==> config.mk <==
export PLATFORM = sky130hd
export DESIGN_NAME = skut_frame_receiver
export DESIGN_NICKNAME = d
export VERILOG_FILES = /design/src/rtl/skut_frame_receiver.sv
export SDC_FILE = /design/constraint.sdc
export NUM_CORES = 1
export LEC_CHECK = 0
export ABC_AREA = 1
export CELL_PAD_IN_SITES_DETAIL_PLACEMENT = 1
export CELL_PAD_IN_SITES_GLOBAL_PLACEMENT = 1
export CORE_AREA = 5 5 109 111
export CTS_BUF_LIST = sky130_fd_sc_hd__clkbuf_16
export DETAILED_ROUTE_END_ITERATION = 7
export DIE_AREA = 0 0 114 116
export GPL_TIMING_DRIVEN = 0
export PLACE_DENSITY = 0.86
export SYNTH_ARGS = -nofsm -noshare
export SYNTH_HDL_FRONTEND = slang
export SYNTH_SLANG_ARGS = --single-unit
==> constraint.sdc <==
create_clock -name clk -period 4.62 [get_ports clk]
set_input_delay 0.924 -clock clk [delete_from_list [all_inputs] [get_ports clk]]
set_output_delay 0.924 -clock clk [all_outputs]
set_load 0.01 [all_outputs]
==> src/rtl/skut_frame_receiver.sv <==
// -----------------------------------------------------------------------------
// skut_frame_receiver
//
// Receive side of the SKUT telemetry link. Takes the 8-bit sample stream from
// the ADC sampler, hunts for the two-word frame marker and writes each 128-word
// frame into one half of a ping-pong buffer pair. Isolated marker errors are
// flywheeled through. Lock is dropped after MISS_MAX consecutive bad markers,
// or when the strobe stream goes quiet for TIMEOUT clocks.
//
// Ports
//   clk          in   1   system clock
//   reset        in   1   asynchronous reset, active-low
//   i_stb        in   1   sample strobe, one-clk pulse per sample
//   i_data       in   8   sample value, valid with i_stb
//   o_wr_addr    out  7   buffer write address
//   o_wr_data    out  8   buffer write data
//   o_wr_en      out  1   buffer write enable, one-clk pulse
//   o_wr_bank    out  1   bank currently being written
//   o_rd_bank    out  1   bank holding the last complete frame (~o_wr_bank)
//   o_frame_done out  1   one-clk pulse: a complete frame sits in o_rd_bank
//   o_locked     out  1   receiver in lock
//   o_err_cnt    out  16  bad-marker count, saturating
// -----------------------------------------------------------------------------
module skut_frame_receiver #(
  parameter logic [7:0] SYNC0    = 8'hFF,
  parameter logic [7:0] SYNC1    = 8'h3C,
  parameter int         MISS_MAX = 3,
  parameter int         TIMEOUT  = 1024
) (
  input  logic        clk,
  input  logic        reset,
  input  logic        i_stb,
  input  logic [7:0]  i_data,
  output logic [6:0]  o_wr_addr,
  output logic [7:0]  o_wr_data,
  output logic        o_wr_en,
  output logic        o_wr_bank,
  output logic        o_rd_bank,
  output logic        o_frame_done,
  output logic        o_locked,
  output logic [15:0] o_err_cnt
);

  localparam int              TW       = $clog2(TIMEOUT + 1);
  localparam logic [TW-1:0]   TMO_MAX  = TW'(TIMEOUT);
  localparam logic [3:0]      MISS_LIM = 4'(MISS_MAX);

  typedef enum logic [1:0] {
    HUNT    = 2'd0,
    CAPTURE = 2'd1,
    CHECK   = 2'd2
  } state_t;

  state_t        state_reg,      state_next;
  logic [7:0]    prev_reg,       prev_next;
  logic [6:0]    addr_reg,       addr_next;
  logic          sync1_pend_reg, sync1_pend_next;
  logic          defer_reg,      defer_next;
  logic [7:0]    defer_data_reg, defer_data_next;
  logic          done_arm_reg,   done_arm_next;
  logic          bad_reg,        bad_next;
  logic [3:0]    miss_reg,       miss_next;
  logic [TW-1:0] tmo_reg,        tmo_next;
  logic [6:0]    wr_addr_reg,    wr_addr_next;
  logic [7:0]    wr_data_reg,    wr_data_next;
  logic          wr_en_reg,      wr_en_next;
  logic          wr_bank_reg,    wr_bank_next;
  logic          frame_done_reg, frame_done_next;
  logic          locked_reg,     locked_next;
  logic [15:0]   err_cnt_reg,    err_cnt_next;

  // A strobe that lands on the SYNC1 write slot is parked in defer_reg and
  // replayed on the following clock. While that slot is busy no sample is
  // taken.
  logic       stb_eff;
  logic [7:0] sample_eff;
  logic       timed_out;
  logic [3:0] miss_inc;

  assign stb_eff    = !sync1_pend_reg && (i_stb || defer_reg);
  assign sample_eff = defer_reg ? defer_data_reg : i_data;
  assign timed_out  = (tmo_reg == TMO_MAX);
  assign miss_inc   = miss_reg + 4'd1;

  // ---------------------------------------------------------------------------
  // State register
  // ---------------------------------------------------------------------------
  always_ff @(posedge clk or negedge reset) begin
    if (!reset) begin
      state_reg      <= HUNT;
      prev_reg       <= 8'd0;
      addr_reg       <= 7'd0;
      sync1_pend_reg <= 1'b0;
      defer_reg      <= 1'b0;
      defer_data_reg <= 8'd0;
      done_arm_reg   <= 1'b0;
      bad_reg        <= 1'b0;
      miss_reg       <= 4'd0;
      tmo_reg        <= '0;
      wr_addr_reg    <= 7'd0;
      wr_data_reg    <= 8'd0;
      wr_en_reg      <= 1'b0;
      wr_bank_reg    <= 1'b0;
      frame_done_reg <= 1'b0;
      locked_reg     <= 1'b0;
      err_cnt_reg    <= 16'd0;
    end else begin
      state_reg      <= state_next;
      prev_reg       <= prev_next;
      addr_reg       <= addr_next;
      sync1_pend_reg <= sync1_pend_next;
      defer_reg      <= defer_next;
      defer_data_reg <= defer_data_next;
      done_arm_reg   <= done_arm_next;
      bad_reg        <= bad_next;
      miss_reg       <= miss_next;
      tmo_reg        <= tmo_next;
      wr_addr_reg    <= wr_addr_next;
      wr_data_reg    <= wr_data_next;
      wr_en_reg      <= wr_en_next;
      wr_bank_reg    <= wr_bank_next;
      frame_done_reg <= frame_done_next;
      locked_reg     <= locked_next;
      err_cnt_reg    <= err_cnt_next;
    end
  end

  // ---------------------------------------------------------------------------
  // Next-state and output logic
  // ---------------------------------------------------------------------------
  always_comb begin
    state_next      = state_reg;
    prev_next       = prev_reg;
    addr_next       = addr_reg;
    sync1_pend_next = 1'b0;
    defer_next      = 1'b0;
    defer_data_next = defer_data_reg;
    done_arm_next   = 1'b0;
    bad_next        = bad_reg;
    miss_next       = miss_reg;
    wr_addr_next    = wr_addr_reg;
    wr_data_next    = wr_data_reg;
    wr_en_next      = 1'b0;
    wr_bank_next    = wr_bank_reg;
    frame_done_next = 1'b0;
    locked_next     = locked_reg;
    err_cnt_next    = err_cnt_reg;

    // Dead-stream watchdog: cleared by every real strobe, saturating.
    if (i_stb) begin
      tmo_next = '0;
    end else if (timed_out) begin
      tmo_next = tmo_reg;
    end else begin
      tmo_next = tmo_reg + TW'(1);
    end

    // The done pulse and the bank flip trail the address-127 write by one
    // clock, so that last word still lands in the bank it belongs to.
    if (done_arm_reg) begin
      frame_done_next = 1'b1;
      wr_bank_next    = ~wr_bank_reg;
    end

    if (sync1_pend_reg) begin
      // Second half of the marker write-back after a HUNT detection.
      wr_en_next      = 1'b1;
      wr_addr_next    = 7'd1;
      wr_data_next    = SYNC1;
      addr_next       = 7'd2;
      defer_next      = i_stb;
      defer_data_next = i_data;
    end else if (timed_out && (state_reg != HUNT)) begin
      state_next  = HUNT;
      locked_next = 1'b0;
      miss_next   = 4'd0;
      addr_next   = 7'd0;
    end else if (stb_eff) begin
      prev_next = sample_eff;
      case (state_reg)
        HUNT: begin
          if ((prev_reg == SYNC0) && (sample_eff == SYNC1)) begin
            wr_en_next      = 1'b1;
            wr_addr_next    = 7'd0;
            wr_data_next    = SYNC0;
            sync1_pend_next = 1'b1;
            state_next      = CAPTURE;
          end
        end

        CAPTURE: begin
          wr_en_next   = 1'b1;
          wr_addr_next = addr_reg;
          wr_data_next = sample_eff;
          if (addr_reg == 7'd127) begin
            done_arm_next = 1'b1;
            addr_next     = 7'd0;
            state_next    = CHECK;
          end else begin
            addr_next = addr_reg + 7'd1;
          end
        end

        CHECK: begin
          // Marker words go into the new bank regardless of their value.
          wr_en_next   = 1'b1;
          wr_addr_next = addr_reg;
          wr_data_next = sample_eff;
          if (addr_reg == 7'd0) begin
            bad_next  = (sample_eff != SYNC0);
            addr_next = 7'd1;
          end else begin
            addr_next  = 7'd2;
            state_next = CAPTURE;
            if (!bad_reg && (sample_eff == SYNC1)) begin
              miss_next   = 4'd0;
              locked_next = 1'b1;
            end else begin
              if (err_cnt_reg != 16'hFFFF) begin
                err_cnt_next = err_cnt_reg + 16'd1;
              end
              if (miss_inc == MISS_LIM) begin
                locked_next = 1'b0;
                miss_next   = 4'd0;
                addr_next   = 7'd0;
                state_next  = HUNT;
              end else begin
                miss_next = miss_inc;
              end
            end
          end
        end

        default: state_next = HUNT;
      endcase
    end
  end

  assign o_wr_addr    = wr_addr_reg;
  assign o_wr_data    = wr_data_reg;
  assign o_wr_en      = wr_en_reg;
  assign o_wr_bank    = wr_bank_reg;
  assign o_rd_bank    = ~wr_bank_reg;
  assign o_frame_done = frame_done_reg;
  assign o_locked     = locked_reg;
  assign o_err_cnt    = err_cnt_reg;

endmodule
==> results of run 1 <==
## cell usage in the layout (no fill, tap or decap), types with 2 or more instances in the layout
master,count
buf_2,4
nand3b_1,4
clkbuf_1,4
nand2_1,160
xnor2_1,9
o21ai_0,26
nand3_1,45
nor2_1,41
xor2_1,14
inv_1,60
ha_1,12
nand2_2,18
o21ai_1,4
nor3_1,7
dfrtp_1,79
clkdlybuf4s50_1,44
nand3_2,4
nand4_1,8
a21oi_1,13
clkbuf_16,9
buf_6,5
nor2_4,3
o22ai_1,2
bufinv_16,3
## layout make-up
type / instances / area (um2) / area share
inverters: 63 / 246 / 0.0471
clock inverters: 7 / 120 / 0.0230
plain buffers: 13 / 91.3 / 0.0175
multi-input cells: 378 / 1920 / 0.367
flip-flops and latches: 79 / 1980 / 0.378
clock buffers: 9 / 225 / 0.0431
well taps: 140 / 175 / 0.0335
repair buffers: 46 / 475 / 0.0909
## final timing paths
path | endpoint | slack (ns)
min in group asynchronous | o_err_cnt[2]$_DFFE_PN0P_ | 0.46
worst min-delay path | o_frame_done$_DFF_PN0_ | 0.39
worst min register to register | o_frame_done$_DFF_PN0_ | 0.39
worst max register to register | addr_reg[6]$_DFFE_PN0P_ | 2.54
worst max-delay path | o_err_cnt[2] | 2.25
max in group asynchronous | tmo_reg[3]$_DFFE_PN0P_ | 3.56
## cells in the mapped netlist
cell type / number
nor3b_1: 1
nor2_2: 1
nand4_1: 8
clkbuf_1: 4
inv_1: 60
inv_8: 1
xor2_1: 14
inv_2: 1
buf_2: 4
nor3_1: 7
nor2b_1: 1
nand3_2: 4
dfrtp_1: 79
nand2_4: 1
xnor2_1: 9
nand3_1: 45
and3_1: 1
a211oi_1: 1
buf_6: 5
a22oi_1: 1
nand3b_1: 4
o21ai_1: 4
nor2_1: 41
ha_1: 12
nand2_1: 160
o22ai_1: 2
nor2_4: 3
nand2_2: 18
a21oi_1: 13
nor4_1: 1
o21ai_0: 26
inv_4: 1
## cell families after synthesis
| family | count (synthesis) | synth area share |
|---|---|---|
| adder cells (fa/ha/maj) | 12 | 0.0355 |
| XOR/XNOR | 23 | 0.0476 |
| flip-flops | 79 | 0.467 |
| buffers and inverters | 76 | 0.0798 |
| AO/OA/AOI/OAI | 47 | 0.0573 |
| AND/OR/NAND/NOR | 296 | 0.313 |
## where the power goes
part / internal [W] / switching [W]
combinational: 0.000339 / 0.000501
clock: 0.000530 / 0.000306
sequential: 0.000818 / 0.000119
total: 0.00169 / 0.000927
## routing by layer
| metal | vias to the layer above | global-route usage | part of all wire | routed length (um) |
|---|---|---|---|---|
| li1 | 1791 | - | - | - |
| met1 | 1831 | 0.214 | 0.42 | 4750 |
| met2 | 48 | 0.336 | 0.53 | 6050 |
| met3 | 18 | 0.0266 | 0.028 | 313 |
| met4 | 0 | 0.0673 | 0.021 | 240 |
| met5 | - | 0 | 0 | 0 |
## stage by stage
step           hold WS, ns  TNS, ns  cells
6_report             0.392        0    735
5_1_grt              0.413        0    735
4_1_cts              0.399        0    735
3_5_place_dp         0.389        0    719
3_3_place_gp         0.375   -19.38    718
2_1_floorplan        0.372        0    533
==> summary.txt, run 1 <==
Detailed routing
  • DRC: 0
  • WL/cell: 15.4 um
  • Iter 0 DRT Violations: 155
  • Total detailed-routing wirelength: 11.4 mm
  • ANT nets after route: 0
  • TritonRoute pass-1 iters: 4
  • DR vias: 3688
  • Vias/cell: 5.02

Pwr
  • Cell Pwr Density: 500 nW/um2
  • Tot Pwr: 0.00261 W
  • LEAKAGE: 2.53 nW
  • VDD IR-drop max: 0.201 mV

Placement
  • HPWL Detailed: 8.08 mm
  • Dpl cell area: 4880 um2
  • RePlAce Congestion: 0.820
  • PortBufs: 45
  • Post-place setup slack: 1.99 ns

Final layout
  • Final Cell Area: 5230 um2
  • Layout cells sized above 1: 0.0958
  • Filler cells: 1310
  • Layout area overhead: 23.5%
  • Final core utilization: 0.489
  • Largest register FFs: 16
  • Antenna cells: 0
  • Post-layout nets: 613

Synth
  • Synth Warn #: 0
  • Synth top area share: 0.467
  • Post-Syn Nets: 556
  • Top cell type by total area after synthesis: dfrtp_1
  • Mapped cell area: 4230 um2
  • Yosys reg bits: 79
  • Mapped Cells: 533
  • Unique masters post-synth: 32
  • Synth area leaders: dfrtp_1 47%, nand2_1 14%, inv_1 5.3%
  • Sequential area share after synthesis: 0.467
  • Syn Area/Cell: 7.94 um2

Clock network
  • CTS tree: done
  • Number of CTS-inserted buffers: 9
  • Clk_lat worst skew: 0.34 ns
  • Hold Buf Count CTS: 0
  • CTS sink count: 79
  • # resized after CTS: 0
  • Clk pin slew, worst setup/hold paths: 0.06 ns
  • Root Driver: clkbuf_16
  • H-tree levels: 3
  • Clk buf depth: 2
  • Post-CTS Setup Bufs: 0

Timing
  • Fin crit share: 0.513
  • Final hold vios: 0
  • Maximum clock frequency: 422 MHz
  • RSZ-0062 raised after global routing: no
  • Min Tclk post-route: 2.37 ns
  • Setup violators final: 0
  • Setup Skew: 0.00560 ns
  • Max transition margin: 0.551
  • Slew @ Worst Pin: 0.672 ns
  • Final slew viol count: 0
  • Fin worst setup slack: 2.25 ns

Floorplanning
  • Die Span Y: 116 um
  • Initial Util: 0.396
  • Die area: 13200 um2
  • Die span in x: 114 um
  • # IOs: 47
  • Cell Rows: 38
  • Core area: 10700 um2

Job
  • Max-Cap Viols: 0

Critical path
  • CP arrival: 1.45 ns
  • Setup crit end kind: output pin
  • Critical path buffers and inverters: 1
  • CP max-delay cell: clkdlybuf4s50_1
  • Critical path cell sequence: clkdlybuf4s50_1
  • Reg2reg path depth: 8
  • WP depth: 1
  • CP startpoint: o_err_cnt[2]$_DFFE_PN0P_
  • Startpoint type of the worst setup path: flip-flop
  • Critical Path RT: 3.70 ns
  • Critical path's largest stage delay: 0.60 ns
  • Maximum fanout along the worst path: 7
  • Crit Path Category: reg2out
  • R2R Path Start: state_reg[0]$_DFFE_PN0P_
  • Kind of cell adding the most delay to the critical path: buffers and inverters

Hold path
  • Worst hold path class: reg2reg
  • Hold Crit Start: done_arm_reg$_DFF_PN0_
  • Hold Crit Depth: 0

Global routing
  • Total global-route track usage: 0.182
  • First-pass GRT wire length: 19.3 mm
  • Largest net degree at the start of global routing: 61
  • Vias in the first global route: 3942
  • Antenna violations before repair: 0
  • Total grt overflow: 0

Run status
  • Status: finished clean
(Power assumes the default switching activity.)
==> run 2, diff against run 1 <==
- clock period: 4.62 -> 2.48 ns (I/O delays scaled with it)
==> results of run 2 <==
The final DEF is identical to that of run 1. Status: finished clean.
Among the figures that moved: setup slack after placement 1.99 ns -> 0.278 ns; setup slack after layout 2.25 ns -> 0.403 ns; hold slack 0.392 ns -> 0.0364 ns; start point of the critical path o_err_cnt[2]$_DFFE_PN0P_ -> state_reg[0]$_DFFE_PN0P_; end point of the critical path o_err_cnt[2] -> addr_reg[6]$_DFFE_PN0P_; register-to-register setup slack 2.54 ns -> 0.40 ns; total power 0.00261 W -> 0.00487 W; worst IR drop on VDD 0.201 mV -> 0.374 mV
==> run 3, diff against run 2 <==
- CORE_AREA: 5 5 109 111 -> 5 5 112 114
- DIE_AREA: 0 0 114 116 -> 0 0 117 119
- PLACE_DENSITY: 0.86 -> 0.85
- clock period: 2.48 -> 1.8 ns (I/O delays scaled with it)
==> summary.txt, run 3 (same netlist as run 1, synthesis figures left out) <==
Hold path
  • Worst hold path class: in2async

Global routing
  • Vias in the first global route: 4053 (+2.8%)
  • Total grt overflow: 0 (unchanged)
  • Total global-route track usage: 0.165 (-0.0168)
  • Antenna violations before repair: 0 (unchanged)
  • First-pass GRT wire length: 18.8 mm (-2.2%)
  • Largest net degree at the start of global routing: 42 (-31%)

Clock network
  • Clk buf depth: 2 (unchanged)
  • Root Driver: clkbuf_16
  • CTS tree: done
  • Number of CTS-inserted buffers: 9 (unchanged)
  • Clk pin slew, worst setup/hold paths: 0.06 ns (about the same)
  • CTS sink count: 79 (unchanged)
  • H-tree levels: 3 (unchanged)
  • Clk_lat worst skew: 0.34 ns (about the same)

Final layout
  • Most common cell after layout, fill and taps aside: nand2_1
  • Register area: 1990 um2 (+0.57%)
  • Layout area overhead: 35.7%
  • Final Non-Filler Cells: 772 (+5.0%)
  • Antenna cells: 0 (unchanged)
  • Filler cells: 1351 (+3.1%)
  • Post-layout nets: 647 (+5.5%)
  • Final core utilization: 0.508 (+0.0187)
  • Multi-input logic area: 2230 um2 (+16%)
  • Final Cell Area: 5750 um2 (+9.9%)
  • Largest register FFs: 16 (unchanged)
  • Layout cells sized above 1: 0.246 (+0.151)
  • Most frequent cells in the layout: 129 x nand2_1, 70 x dfrtp_1, 55 x inv_1, 44 x nand3_1, 44 x clkdlybuf4s50_1

Floorplanning
  • Die area: 13900 um2 (+5.3%)
  • Core area: 11300 um2 (+5.8%)
  • Die span in x: 117 um (+2.6%)
  • Cell Rows: 39 (+2.6%)
  • Die Span Y: 119 um (+2.6%)
  • Initial Util: 0.374 (-0.0218)
  • # IOs: 47 (unchanged)

Critical path
  • Maximum fanout along the worst path: 6
  • CP max-delay cell: dfrtp_1
  • Critical Path RT: 2.07 ns
  • Critical path cell sequence: inv_2 -> ha_4 -> nand3_1 -> nor2_2 -> nand3_2 -> nand2_1 -> nand2_2 -> nor2_4 -> buf_6 -> nand3b_1 -> nand2_1
  • Startpoint type of the worst setup path: flip-flop
  • Critical path's most frequent cell: nand2_1
  • Critical path's largest stage delay: 0.41 ns
  • CP arrival: 2.14 ns
  • Setup crit end kind: flip-flop
  • Crit Path Category: reg2reg

Pwr
  • Tot Pwr: 0.00698 W
  • Cell Pwr Density: 1210 nW/um2
  • VDD IR-drop max: 0.563 mV
  • LEAKAGE: 2.71 nW (+7.0%)

Timing
  • Min Tclk post-route: 1.87 ns
  • RSZ-0062 raised after global routing: yes
  • Setup TNS: -0.292 ns (-0.292 ns)
  • Max transition margin: 0.554 (+0.00325)
  • Final hold vios: 0 (unchanged)
  • Final slew viol count: 0 (unchanged)
  • Fin worst setup slack: -0.0658 ns
  • Fin crit share: 1.04
  • Maximum clock frequency: 536 MHz
  • Setup Skew: 0.00955 ns (+0.00395 ns)
  • Slew @ Worst Pin: 0.663 ns (-0.00850 ns)
  • Setup violators final: 19 (+19)

Detailed routing
  • ANT nets after route: 0 (unchanged)
  • DR vias: 3962 (+7.4%)
  • WL/cell: 16.7 um (+7.9%)
  • DRC: 0 (unchanged)
  • Total detailed-routing wirelength: 12.9 mm (+13%)
  • Vias/cell: 5.13 (+2.3%)
  • Iter 0 DRT Violations: 190 (+23%)
  • TritonRoute pass-1 iters: 4 (unchanged)

Job
  • Max-Cap Viols: 0 (unchanged)

Placement
  • Dpl cell area: 4880 um2 (about the same)
  • RePlAce Congestion: 0.816 (-0.46%)
  • PortBufs: 45 (unchanged)
  • HPWL Detailed: 7.89 mm (-2.3%)
  • Placed cells: 722 (+0.42%)

Run status
  • Status: finished with violations
  • Violated checks: negative setup slack
-- run 3: cell count changes in the layout (fill, tap and decap cells not counted), moves of 4 or more --
cell	previous run	this run
inv_1	60	55
buf_6	5	11
nand2_1	160	129
dfrtp_1	79	70
nand2_4	1	18
buf_4	1	30
nand2_2	18	32
inv_2	1	8
dfrtp_2	0	9
nor2_1	41	31
nor2_2	1	5
nor2_4	3	9
-- run 3: path summary, 6_finish.rpt --
kind / endpoint / cells past startpoint / slack [ns] / from
worst min-delay path: defer_data_reg[2]$_DFFE_PN0P_ / 1 / 0.0001 / reset
worst min register to register: o_frame_done$_DFF_PN0_ / 0 / 0.40 / done_arm_reg$_DFF_PN0_
worst max register to register: miss_reg[1]$_DFFE_PN0P_ / 11 / -0.07 / tmo_reg[0]$_DFFE_PN0P_
worst max-delay path: miss_reg[1]$_DFFE_PN0P_ / 11 / -0.07 / tmo_reg[0]$_DFFE_PN0P_
min in group clk: tmo_reg[9]$_DFFE_PN0P_ / 2 / 0.33 / i_stb
max in group asynchronous: o_err_cnt[11]$_DFFE_PN0P_ / 2 / 1.17 / reset
-- run 3: power breakdown --
group | switching [W] | internal (W)
registers | 0.000329 | 0.00211
clock network | 0.000750 | 0.000913
logic | 0.00156 | 0.00131
total | 0.00264 | 0.00433
-- run 3: critical path, delay by kind of cell, from the launching register on --
kind,cells,cell delay [ns]
adders and majority gates,1,0.16
buffers and inverters,2,0.23
DFF,1,0.41
and+or+nand+nor,8,1.00
-- run 3: metrics by stage --
| step | setup WS, ns | hold slack, ns |
|---|---|---|
| 6_report | -0.0658 | 0.000105 |
| 5_1_grt | -0.205 | 0.0402 |
| 4_1_cts | 0.0107 | 0.0165 |
| 3_5_place_dp | -0.259 | 0.382 |
| 3_3_place_gp | -2.45 | 0.377 |
| 2_1_floorplan | 0.150 | 0.0644 |
-- run 3: timing repair --
item,in CTS,in global routing
gates resized for setup,25,91
hold buffers,0,0
pin swaps,6,28
buffers inserted,6,23
endpoints found under the setup margin,54,53
gates cloned,3,3
-- run 3: metal layers --
metal  up-vias  part of all wire  global-route usage
li1       1870                 -                   -
met1      2001              0.43               0.207
met2        59              0.52               0.284
met3        32             0.024              0.0269
met4         0             0.025              0.0602
met5         -                 0                   0
-- run 3: layout make-up --
type,count,share of cell area
clock buffers,9,0.0392
plain buffers,12,0.0161
flip-flops and latches,79,0.346
inverters,63,0.0444
well taps,143,0.0311
multi-input cells,379,0.388
clock inverters,7,0.00588
repair buffers,80,0.129
==> variant 1, RTL diff (flow settings as in run 3) <==
Encoding of `state_t`: now one-hot (3 bits for 3 states).
--- a/src/rtl/skut_frame_receiver.sv
+++ b/src/rtl/skut_frame_receiver.sv
@@ -47,6 +47,6 @@
 
-  typedef enum logic [1:0] {
-    HUNT    = 2'd0,
-    CAPTURE = 2'd1,
-    CHECK   = 2'd2
+  typedef enum logic [2:0] {
+    HUNT    = 3'b001,
+    CAPTURE = 3'b010,
+    CHECK   = 3'b100
   } state_t;
Behaviour: same outputs for any inputs over 4 cycles, from zero or initial values and one cycle with reset low; so few cycles prove little.
==> variant 1 against run 3 <==
The run still ends with negative setup slack left; wire length up 12%; power up 12%; global-route usage up 1.7 points; maximum frequency up 2.1%; cell area up 7.0%; synthesized cell count up 2.1%; count of clock-buffer cells in the layout unchanged; first-iteration DRC count down 8.4%; synthesized area up 1.9%; clock skew down 0.0024 ns; critical endpoint is now o_err_cnt[13]; sequential cell count up 1; largest cell class unchanged; worst setup slack better by 0.038 ns.
==> variant 1: results <==
global_routing:
  grt_util_met1: 0.217
  grt_pass1_vias: 4202
  grt_pass1_wl_um: 20300
  grt_max_degree: 47
  use_met2: 0.319
sta:
  tightest_slew_ns: 0.556
  setup_slack_ns: -0.0279
  hold_slack_ns: 0.284
  setup_viol: 17
  finalSetupTns_ns: -0.209
route:
  wl_met2_um: 7870
  drt_first_iter_violations: 174
  route.met3.wl_um: 412
  via_count: 4160
  wire_per_inst_um: 18.2
layout:
  drive_gt1_frac: 0.302
  clkCellAreaFrac: 0.0462
  nFlopsAndLatches: 80
  inverters: 70
  n_fill_cell: 1335
  buf_share: 0.162
  multi_input_area_um2: 2410
  seq_share: 0.326
  final_cells: 796
  syn_to_final_growth_pct: 42.5
  num-nonclk-buffers: 104
yosys:
  synth_warnings: 0
  netlist_instances: 544
  synth_common_cells: "170 x nand2_1, 79 x dfrtp_1, 64 x inv_1"
  synth_area_leaders: "dfrtp_1 46%, nand2_1 15%, inv_1 5.6%"
  syn_nets: 562
  synth.distinct_cells: 36
  yosysSeqAreaShare: 0.464
hold_path:
  min_path_type: "in -> reg"
worst_setup_path:
  worstPathMaxFanout: 8
  r2r_cells: 9
  startpoint: "addr_reg[0]"
  crit_end: "o_err_cnt[13]"
  cp.arrival_ns: 2.07
  max_stage_delay_ns: 0.41
cts:
  cts_resized: 16
  cts_setup_buffers: 13
  postCtsHoldBufs: 1
placement:
  postPlaceCellArea_um2: 4970
  preCtsSetupSlack_ns: -0.298
  dp_cells: 733
  place_congestion: 0.862
  hpwl_um: 8490
run_status:
  status: "finished with violations"
  violations: "negative setup slack"
pwr:
  vdd_drop_max_v: 0.000789
  netSwitchingFraction: 0.387
  leakagePower_nw: 2.99
==> variant 1: changes by cell type after synthesis, moves of 5 or more <==
cell	before	now
ha_1	12	7
o21ai_0	26	31
nand2_1	160	170
nand2_2	18	5
nand4_1	8	13
o21ai_2	0	6
nor2_1	41	33
==> variant 1: power groups by stage <==
stage / sequential, mW / combinational [mW] / clock (mW)
6_report: 2.68 / 3.30 / 1.82
5_1_grt: 2.74 / 3.60 / 1.93
4_1_cts: 2.62 / 2.66 / 1.83
3_5_place_dp: 2.67 / 2.45 / 0
3_3_place_gp: 2.61 / 2.32 / 0
2_1_floorplan: 2.69 / 1.37 / 0
==> variant 1: cell families (layout without fill, tap and decap cells) <==
logic type	count (synthesis)	in the layout	share of synthesized area
AOI/OAI and AO/OA	56	56	0.0722
xor gates and xnor gates	18	18	0.0365
adders and majority gates	7	7	0.0203
buffers and inverters	81	190	0.0798
DFF	80	80	0.464
and+or+nand+nor	302	302	0.327
==> variant 2, RTL diff (settings of run 3) <==
Made on the original files. The parameter `TIMEOUT` goes from 1024 to 512.
--- a/src/rtl/skut_frame_receiver.sv
+++ b/src/rtl/skut_frame_receiver.sv
@@ -27,3 +27,3 @@
   parameter int         MISS_MAX = 3,
-  parameter int         TIMEOUT  = 1024
+  parameter int         TIMEOUT  = 512
 ) (
Function: no difference found for any inputs over 4 cycles, from zero or initial values and one cycle with reset low; that may be too few to reach the edited logic, so the function may still have changed.
==> variant 2 against run 3 <==
The run still ends with negative setup slack left; worst setup slack better by 0.059 ns; clock power is 9% higher; clock skew rose by 0.00052 ns; power shrank 0.30%; die area is the same; synthesized area increased by 2.9%; cell area fell by 1.0%; wire length is 2.6% lower; sequential cell count decreased by 1.
==> variant 2: results <==
run_status:
  status: "finished with violations"
  violations: "negative setup slack"
pwr:
  leakagePower_nw: 2.65
  p_int_mw: 4.35
  vdd_drop_max_v: 0.000601
yosys:
  synth_warnings: 0
  synth_area_leaders: "dfrtp_1 45%, nand2_1 10%, inv_1 6.2%"
  synth.distinct_cells: 35
  syn_nets: 544
  yosysSeqAreaShare: 0.448
  synthArstFlopShare: 1.00
  synthFlopType: "dfrtp_1"
  synth_common_cells: "121 x nand2_1, 78 x dfrtp_1, 72 x inv_1"
route:
  vias_per_cell: 5.01
  drt_first_iter_violations: 215
  routed_wl_um: 12500
  drt_pass1_iterations: 4
layout:
  largest_register_ffs: 16
  drive_gt1_frac: 0.236
  diodes: 0
  num-nets-final: 628
worst_setup_path:
  cp_slowest_cell: "dfrtp_1"
  critPathTopFamily: "simple AND/OR/NAND/NOR gates"
  max_stage_delay_ns: 0.43
  cp.required_ns: 2.03
  worstPathMaxFanout: 10
global_routing:
  grt_max_degree: 59
  antenna_found_initial: 0
  grt_pass1_wl_um: 19100
  grt_pass1_vias: 3995
  grt_usage: 0.174
sta:
  setup_viol: 2
  setup_slack_ns: -0.00717
  finalSetupTns_ns: -0.0110
  finClkSkew_ns: 0.0101
  worst_slew_margin_rel: 0.678
placement:
  hpwl_um: 8550
  io_buffers: 46
  place_congestion: 0.834
cts:
  insertion_delay_ns: 0.35
  cts_buffers: 9
  clk_pin_slew_ns: 0.06
  h-tree-depth: 3
  cts_root_buf: "clkbuf_16"
  cts_max_path_buffers: 2
hold_path:
  min_path_type: "in -> reg"
-- variant 2: cell count changes in the layout (fill, tap and decap cells not counted), moves of 5 or more --
cell / change
inv_2: -5
nor2_4: -6
o21ai_1: +13
nand3_1: -23
nand2_4: -11
xnor2_1: -6
o21ai_2: +16
nand2_1: -11
inv_1: +15
buf_6: -7
-- variant 2: per-layer routing --
layer	track usage	vias to the layer above	wire length, um
met3	0.0446	23	453
li1	-	1813	-
met5	0	-	0
met2	0.320	62	6870
met4	0.0516	0	291
met1	0.195	1875	4930
-- variant 2: path summary, 6_finish.rpt --
| check | depth (start not counted) | start | endpoint |
|---|---|---|---|
| setup / recovery | 9 | addr_reg[0] | o_err_cnt[10] |
| hold / removal | 2 | i_stb | tmo_reg[9] |
| setup reg to reg | 9 | addr_reg[0] | o_err_cnt[10] |
| hold reg to reg | 0 | done_arm_reg | o_frame_done |
| max in group asynchronous | 3 | reset | addr_reg[1] |
| min in group asynchronous | 2 | reset | o_err_cnt[4] |
-- variant 2: layout make-up --
class	count	area, um^2
clock buffers	9	225
repair buffers	73	691
well taps	143	179
clock inverters	7	65.1
inverters	73	287
plain buffers	12	126
fillers	1333	5630
flip-flops and latches	78	1960
multi-input cells	358	2160
-- variant 2: repair_timing --
| item | in CTS | in global routing |
|---|---|---|
| setup endpoints to repair | 35 | 45 |
| gates cloned | 0 | 0 |
| pin swaps | 0 | 13 |
| gates resized for setup | 12 | 42 |
| endpoints found under the hold margin | 20 | 0 |
| setup buffers | 1 | 24 |
| hold buffers | 1 | 0 |
-- variant 2: logic make-up after synthesis --
| group | Yosys count | synth area share |
|---|---|---|
| AND/OR/NAND/NOR | 252 | 0.282 |
| buffers and inverters | 85 | 0.0876 |
| flip-flops | 78 | 0.448 |
| AO/OA/AOI/OAI | 68 | 0.0928 |
| XOR/XNOR | 21 | 0.0422 |
| adder cells (fa/ha/maj) | 12 | 0.0345 |
| multiplexers | 5 | 0.0126 |
-- variant 2: per-stage QoR --
step	setup slack [ns]	util	area, um^2	hold WS [ns]	std cells
after CTS	0.00157	0.475	5380	0.402	729
after detailed placement	-0.446	0.444	5020	0.277	711
after floorplan	0.137	-	4360	0.0644	521
after global placement	-2.39	0.441	5000	0.391	710
final	-0.00717	0.503	5690	0.349	753
after global routing	-0.104	0.503	5690	0.374	753
-- variant 2: power groups by stage --
stage               clock network (mW)  logic (mW)  registers (mW)
detailed placement                   0        2.33            2.39
finish                            1.81        2.77            2.38
global placement                     0        2.23            2.38
floorplan                            0        1.44            2.40
CTS                               1.84        2.46            2.37
global route                      1.93        3.04            2.42
